**config.mk**
```make
export PLATFORM = sky130hd
export DESIGN_NAME = word_set_sequencer
export DESIGN_NICKNAME = d
export VERILOG_FILES = /design/src/rtl/word_set_pkg.sv /design/src/rtl/mult_step_unit.sv /design/src/rtl/word_set_sequencer.sv
export SDC_FILE = /design/constraint.sdc
export NUM_CORES = 1
export LEC_CHECK = 0
export CAP_MARGIN = 15
export CORE_MARGIN = 2
export CORE_UTILIZATION = 25
export CTS_BUF_LIST = sky130_fd_sc_hd__clkbuf_8
export CTS_CLUSTER_DIAMETER = 120
export DETAILED_ROUTE_END_ITERATION = 6
export RECOVER_POWER = 25
export SYNTH_ARGS = -nofsm -noshare
export SYNTH_HDL_FRONTEND = slang
export SYNTH_HIERARCHICAL = 1
export SYNTH_SLANG_ARGS = --single-unit
```
**constraint.sdc**
```tcl
create_clock -name clk -period 2.6 [get_ports clk]
set_input_delay 0.26 -clock clk [delete_from_list [all_inputs] [get_ports clk]]
set_output_delay 0.26 -clock clk [all_outputs]
set_load 0.01 [all_outputs]
```
**src/rtl/word_set_pkg.sv**
```systemverilog
// Shared definitions for the word-set sequencer: state encoding and default width.
package word_set_pkg;

    localparam int unsigned N_DEFAULT = 4;

    typedef enum logic [1:0] {
        ST_IDLE = 2'b00,
        ST_RUN  = 2'b01,
        ST_DONE = 2'b10
    } state_t;

endpackage

```
**src/rtl/mult_step_unit.sv**
```systemverilog
// One shift-and-add step: gate the multiplicand, add it to the high half, shift right with carry.
module mult_step_unit #(
    parameter int unsigned N = 4
) (
    input  logic           i_bit_enable,
    input  logic [N-1:0]   i_a,
    input  logic [N-1:0]   i_acc_hi,
    input  logic [N-1:1]   i_acc_lo,
    output logic [2*N-1:0] o_acc_next
);

    logic [N-1:0] w_addend;
    logic [N:0]   w_sum;

    // acc_lo[0] falls off the end of the shift, so it is never routed in
    assign w_addend   = i_bit_enable ? i_a : '0;
    assign w_sum      = {1'b0, i_acc_hi} + {1'b0, w_addend};
    assign o_acc_next = {w_sum, i_acc_lo};

endmodule

```
**src/rtl/word_set_sequencer.sv**
```systemverilog
// Serial shift-and-add multiplier controller: one multiplier bit per cycle, done pulse with 2N-bit product.
module word_set_sequencer
    import word_set_pkg::*;
#(
    parameter  int unsigned N  = N_DEFAULT,
    localparam int unsigned CW = $clog2(N + 1)
) (
    input  logic           clk,
    input  logic           reset,
    input  logic           start,
    input  logic [N-1:0]   wordIn1,
    input  logic [N-1:0]   wordIn2,
    output logic           busy,
    output logic           done,
    output logic           bitEnable,
    output logic [CW-1:0]  stepCount,
    output logic [2*N-1:0] product
);

    state_t         r_state;
    state_t         w_state_next;
    logic           r_busy;
    logic           w_busy_next;
    logic           r_done;
    logic           w_done_next;
    logic [N-1:0]   r_a;
    logic [N-1:0]   r_b;
    // bit 0 of the accumulator only matters on the final step, where it goes straight to product
    logic [2*N-1:1] r_acc;
    logic [CW-1:0]  r_step;
    logic [2*N-1:0] r_product;
    logic [2*N-1:0] w_acc_next;
    logic           w_accept;
    logic           w_running;
    logic           w_last;

    assign w_accept  = (r_state == ST_IDLE) && start;
    assign w_running = (r_state == ST_RUN);
    assign w_last    = (r_step == CW'(N - 1));

    mult_step_unit #(.N(N)) u_step (
        .i_bit_enable (r_b[0]),
        .i_a          (r_a),
        .i_acc_hi     (r_acc[2*N-1:N]),
        .i_acc_lo     (r_acc[N-1:1]),
        .o_acc_next   (w_acc_next)
    );

    // Next-state and registered-output decode
    always_comb begin
        w_state_next = r_state;
        w_busy_next  = 1'b0;
        w_done_next  = 1'b0;
        case (r_state)
            ST_IDLE: begin
                if (start) begin
                    w_state_next = ST_RUN;
                    w_busy_next  = 1'b1;
                end
            end
            ST_RUN: begin
                if (w_last) begin
                    w_state_next = ST_DONE;
                    w_done_next  = 1'b1;
                end else begin
                    w_busy_next  = 1'b1;
                end
            end
            ST_DONE: w_state_next = ST_IDLE;
            default: w_state_next = ST_IDLE;
        endcase
    end

    always_ff @(posedge clk) begin
        if (reset) begin
            r_state   <= ST_IDLE;
            r_busy    <= 1'b0;
            r_done    <= 1'b0;
            r_a       <= '0;
            r_b       <= '0;
            r_acc     <= '0;
            r_step    <= '0;
            r_product <= '0;
        end else begin
            r_state <= w_state_next;
            r_busy  <= w_busy_next;
            r_done  <= w_done_next;
            if (w_accept) begin
                r_a    <= wordIn1;
                r_b    <= wordIn2;
                r_acc  <= '0;
                r_step <= '0;
            end else if (w_running) begin
                r_acc  <= w_acc_next[2*N-1:1];
                r_b    <= r_b >> 1;
                r_step <= r_step + CW'(1);
                if (w_last) begin
                    r_product <= w_acc_next;
                end
            end
        end
    end

    // r_b is fully shifted out by DONE, so gating with busy also covers IDLE/DONE
    assign busy      = r_busy;
    assign done      = r_done;
    assign bitEnable = r_busy & r_b[0];
    assign stepCount = r_step;
    assign product   = r_product;

endmodule
```
==> metrics.txt, run 1 <==
status=complete, no violations; drt initial violations=54; class of the worst hold path=reg2reg; async set-or-reset flop fraction in the synthesized netlist=0%; H-Tree Depth=2; CTS Buffer Depth=2; RSZ-0062 raised after global routing=no; total negative setup slack=0 ns; grt ovf=0; Seq cells post-synth=30; total clock buffers created by CTS=5; Tmin final=1.737 ns; Core Box Area=5107 sq um; Synth area leaders=dfxtp_1 46%, nand2_1 7.1%, a21oi_1 6.5%; initial antenna violation count=0; antenna cells=0; final worst-path cycle share=66.82%; Max Transition Viols Final=0; Max Cap Viol=0; share of cells above drive strength 1=7.471%; post-synthesis cell count=152; Clk Tree Root Cell=clkbuf_8; CP Class=reg2reg; wirelength, routed=2444 um; Antenna Nets Post-Route=0; ys flop type=dfxtp_1; Yosys top cell area share=45.58%; vias in the first global route=988; DRC Markers=0; most frequent cell after synthesis=dfxtp_1; die height=76.60 um; EDFF count, synth=0; Yosys top cell by area=dfxtp_1; CTS tree=yes; die area=5867 sq um; fin nets=193; vias=1030; hpwl dp=1718 um; crit-path max cell delay=0.40 ns; port bufs=24; Design Area, Final=1669 sq um; Area Growth Syn to Fin=26.69%; Worst-path clk slew=0.06 ns; Crit Path Max Fanout=6; largest net degree at the start of global routing=22; crit-path cells=and2_1 -> ha_1 -> inv_1 -> fa_1 -> nor2b_1 -> o21ai_0 -> nand2b_1 -> nand3_1 -> a21oi_1; Crit-path slowest cell=fa_1; Sink Count=30; Die X=76.60 um; PwrDens=561.3 nW/um^2; gr usage total=9.718%; skew final=0.003500 ns; # setup viols final=0; critical path arrival=1.95 ns; measured slew at the worst slew-check pin=0.4898 ns; GPL Wtd Cong=0.7198; Worst R2R Path Depth=9; worst vdd rail ir drop=0.0002441 V; Fmax=575.6 MHz; Via density=4.221; Synth cell types=28; Post-CTS Setup Inserts=0; register area share after synthesis=45.58%; Setup crit start kind=flop; instance area at placement=1587 sq um; hold_buf cts=0; syn avg cell area=8.668 sq um; first-pass detailed-route iteration total=4; worst hold stages=2; mapped cell area=1318 sq um; P_leak=0.6581 nW; I/O pin count=25; Crit. End Element=flop; PostCTS Resize Cnt=0; worst skew pair latency=0.28 ns; Required @ worst endpoint=2.81 ns; YS warnings=6; syn_nets=170; per-cell routed wire length=10.02 um; Slew Limit Headroom=67.34%; Initial Util=25.80%; first-pass GRT wire length=4443 um; Std-Cell Rows=26; most frequent cells after synthesis=30 x dfxtp_1, 25 x nand2_1, 20 x nor2_1; final hold vios=0
==> worst paths after layout <==
check	to	slack (ns)	from
worst max-delay path	product[7]$_SDFFE_PP0P_	0.86	r_b[0]$_SDFFE_PP0P_
worst min-delay path	product[1]$_SDFFE_PP0P_	0.45	product[1]$_SDFFE_PP0P_
worst max register to register	product[7]$_SDFFE_PP0P_	0.86	r_b[0]$_SDFFE_PP0P_
worst min register to register	product[1]$_SDFFE_PP0P_	0.45	product[1]$_SDFFE_PP0P_
==> kinds of logic (layout without fill, tap and decap cells) <==
logic type	after synthesis	in the layout	synth area share, %
compound gates	24	24	10.73
mux	4	4	3.039
simple gates	68	68	23.84
flops	30	30	45.58
buf+inv	16	38	7.598
xor+xnor	3	3	1.995
fa+ha+maj	7	7	7.217
==> registers in the layout (all words and copies together), names as in the netlist <==
| signal | count |
|---|---|
| product | 8 |
| done | 1 |
| busy | 1 |
| r_a | 4 |
| stepCount | 3 |
| r_b | 4 |
| r_acc | 7 |
| r_state | 2 |
==> layout make-up <==
| class | count | area [sq um] |
|---|---|---|
| fill | 561 | 3438 |
| multi-input combinational | 106 | 616.8 |
| sequential | 30 | 600.6 |
| timing repair buffer | 27 | 262.8 |
| tap | 70 | 87.58 |
| clock buffer | 6 | 82.58 |
| inverter | 5 | 18.77 |
==> stage by stage <==
stage / total power, mW / hold slack [ns] / utilization [%] / setup WS (ns) / cells
6_report: 0.9368 / 0.4487 / 32.68 / 0.8627 / 244
5_1_grt: 0.9880 / 0.4722 / 32.68 / 0.6993 / 244
4_1_cts: 0.9530 / 0.4540 / 32.68 / 0.8555 / 244
3_5_place_dp: 0.5873 / 0.4459 / 31.06 / 0.7857 / 238
3_3_place_gp: 0.5874 / 0.4460 / 31.06 / 0.7929 / 238
2_1_floorplan: 0.5570 / 0.4039 / - / 1.059 / 152
==> worst max-delay path, delay by kind of cell (launching register included) <==
kind            cells  cell delay [ns]
flops               1             0.39
fa+ha+maj           2             0.56
compound gates      2             0.20
buf+inv             1             0.06
simple gates        4             0.47
==> layer usage <==
layer / share of wire [%] / track usage, %
met1: 52 / 12.05
met2: 42 / 14.07
met3: 5.5 / 5.213
met4: 0.90 / 3.818
met5: 0 / 0
==> power breakdown <==
group / internal (mW) / switching, mW
Clock: 0.203 / 0.158
Sequential: 0.475 / 0.0102
Combinational: 0.0438 / 0.0463
Total: 0.722 / 0.215
==> cell usage in the layout (no fill, tap or decap), drive strengths merged, types with 4 or more instances in the layout <==
cell            n
dfxtp          30
nand2          25
nor2           20
a21oi          18
clkdlybuf4s50  17
nand3           8
dlygate4sd3     7
ha              6
clkbuf          6
inv             5
and2            4
mux2i           4
No activity file was read; power rests on OpenSTA's default activity.
==> inputs of run 2 (changes only) <==
clock period = 1.68 ns   (was 2.6 ns; I/O delays follow)
==> metrics.txt, run 2 (synthesis results as in run 1) <==
final worst-path cycle share=93.47%; total power=1.492 mW; share of cells above drive strength 1=11.60%; Core Box Area=5107 sq um; status=complete, no violations; Slew Limit Headroom=69.57%; Initial Util=25.80%; Crit Path Max Fanout=2; critical path arrival=1.78 ns; Clk Tree Root Cell=clkbuf_8; drt initial violations=29; die area=5867 sq um; measured slew at the worst slew-check pin=0.4565 ns; hold_buf cts=0; GPL Wtd Cong=0.7015; class of the worst hold path=reg2reg; skew final=0.003220 ns; CTS Buffer Depth=2; FILL cells=559; grt ovf=0; worst skew pair latency=0.28 ns; Crit. End Element=flop; Via density=4.267; RSZ-0062 raised after global routing=yes; Setup crit start kind=flop; Tmin final=1.570 ns; Antenna Nets Post-Route=0; first-pass GRT wire length=4533 um; I/O pin count=25; worst vdd rail ir drop=0.0003483 V; Worst-path clk slew=0.06 ns; worst hold stages=2; total clock buffers created by CTS=5; wirelength, routed=2539 um; Std-Cell Rows=26; met2 Use GR=14.78%; Sink Count=30; first-pass detailed-route iteration total=4; CP Class=reg2reg; setup slack after placement=-0.009621 ns; # setup viols final=0; met3 usage=3.081%; Fmax=636.8 MHz; largest net degree at the start of global routing=20; H-Tree Depth=2; P_leak=0.6712 nW; most frequent cells in the layout=29 x dfxtp_1, 25 x nand2_1, 23 x clkdlybuf4s50_1; Worst R2R Path Depth=9; initial antenna violation count=0; hpwl dp=1977 um; most common cell after layout, fill and taps aside=dfxtp_1; port bufs=24; Final Core Density=33.83%; Die X=76.60 um; GRT Max-Usage Layer=met2; final hold vios=0; max FFs per register=8; vias=1071; Max Cap Viol=0; die height=76.60 um; total negative setup slack=0 ns; DRC Markers=0; fin nets=198; PwrDens=863.3 nW/um^2; per-cell routed wire length=10.12 um; Area Growth Syn to Fin=31.15%; Required @ worst endpoint=1.89 ns; Max Transition Viols Final=0; antenna cells=0; gr usage total=9.663%; setup ws final=0.1097 ns; met1 usage=12.18%; CTS tree=yes; vias in the first global route=1024
run 2: path summary, 6_finish.rpt:
kind	slack, ns	to	startpoint
hold / removal	0.45	product[5]$_SDFFE_PP0P_	product[5]$_SDFFE_PP0P_
setup reg to reg	0.11	product[7]$_SDFFE_PP0P_	r_a[0]$_SDFFE_PP0N_
hold reg to reg	0.45	product[5]$_SDFFE_PP0P_	product[5]$_SDFFE_PP0P_
setup / recovery	0.11	product[7]$_SDFFE_PP0P_	r_a[0]$_SDFFE_PP0N_
run 2: power by group:
group	internal (mW)	switching, mW
Clock	0.324	0.263
Combinational	0.0785	0.0760
Sequential	0.735	0.0153
Total	1.14	0.354
run 2: final cells by class:
cell class	count	area (sq um)	share of cell area, %
Inverter	5	18.77	1.086
Clock buffer	6	82.58	4.779
Multi-Input combinational cell	106	631.9	36.57
Clock inverter	2	8.758	0.5069
Tap cell	70	87.58	5.069
Timing Repair Buffer	32	296.5	17.16
Sequential cell	30	601.8	34.83
run 2: what timing repair did:
item                                    in CTS  in global routing
hold endpoints to repair                     0                  0
buffers inserted                             0                  0
pin swaps                                    0                  2
endpoints found under the setup margin       2                  3
gates resized for setup                      1                  5
run 2: per-layer routing:
metal | up-vias | wire length [um]
met5 | - | 0
met4 | 0 | 52
met3 | 7 | 127
met2 | 28 | 1122
met1 | 484 | 1237
li1 | 552 | -
run 2: worst max-delay path, stage by stage, from the launching register on:
cell and delay [ns]:
dfxtp_1 0.33, and2_4 0.16, ha_4 0.12, inv_1 0.05, fa_2 0.34, nor2b_1 0.13
o21ai_1 0.07, nand2b_1 0.09, nand3_1 0.08, a21oi_1 0.14
run 2: metrics by stage:
stage | hold WS [ns] | instance area [sq um] | instances
after floorplan | 0.3119 | 1318 | 152
after CTS | 0.4568 | 1718 | 251
after detailed placement | 0.4482 | 1624 | 243
final | 0.4512 | 1728 | 251
after global placement | 0.4421 | 1624 | 243
after global routing | 0.4777 | 1728 | 251
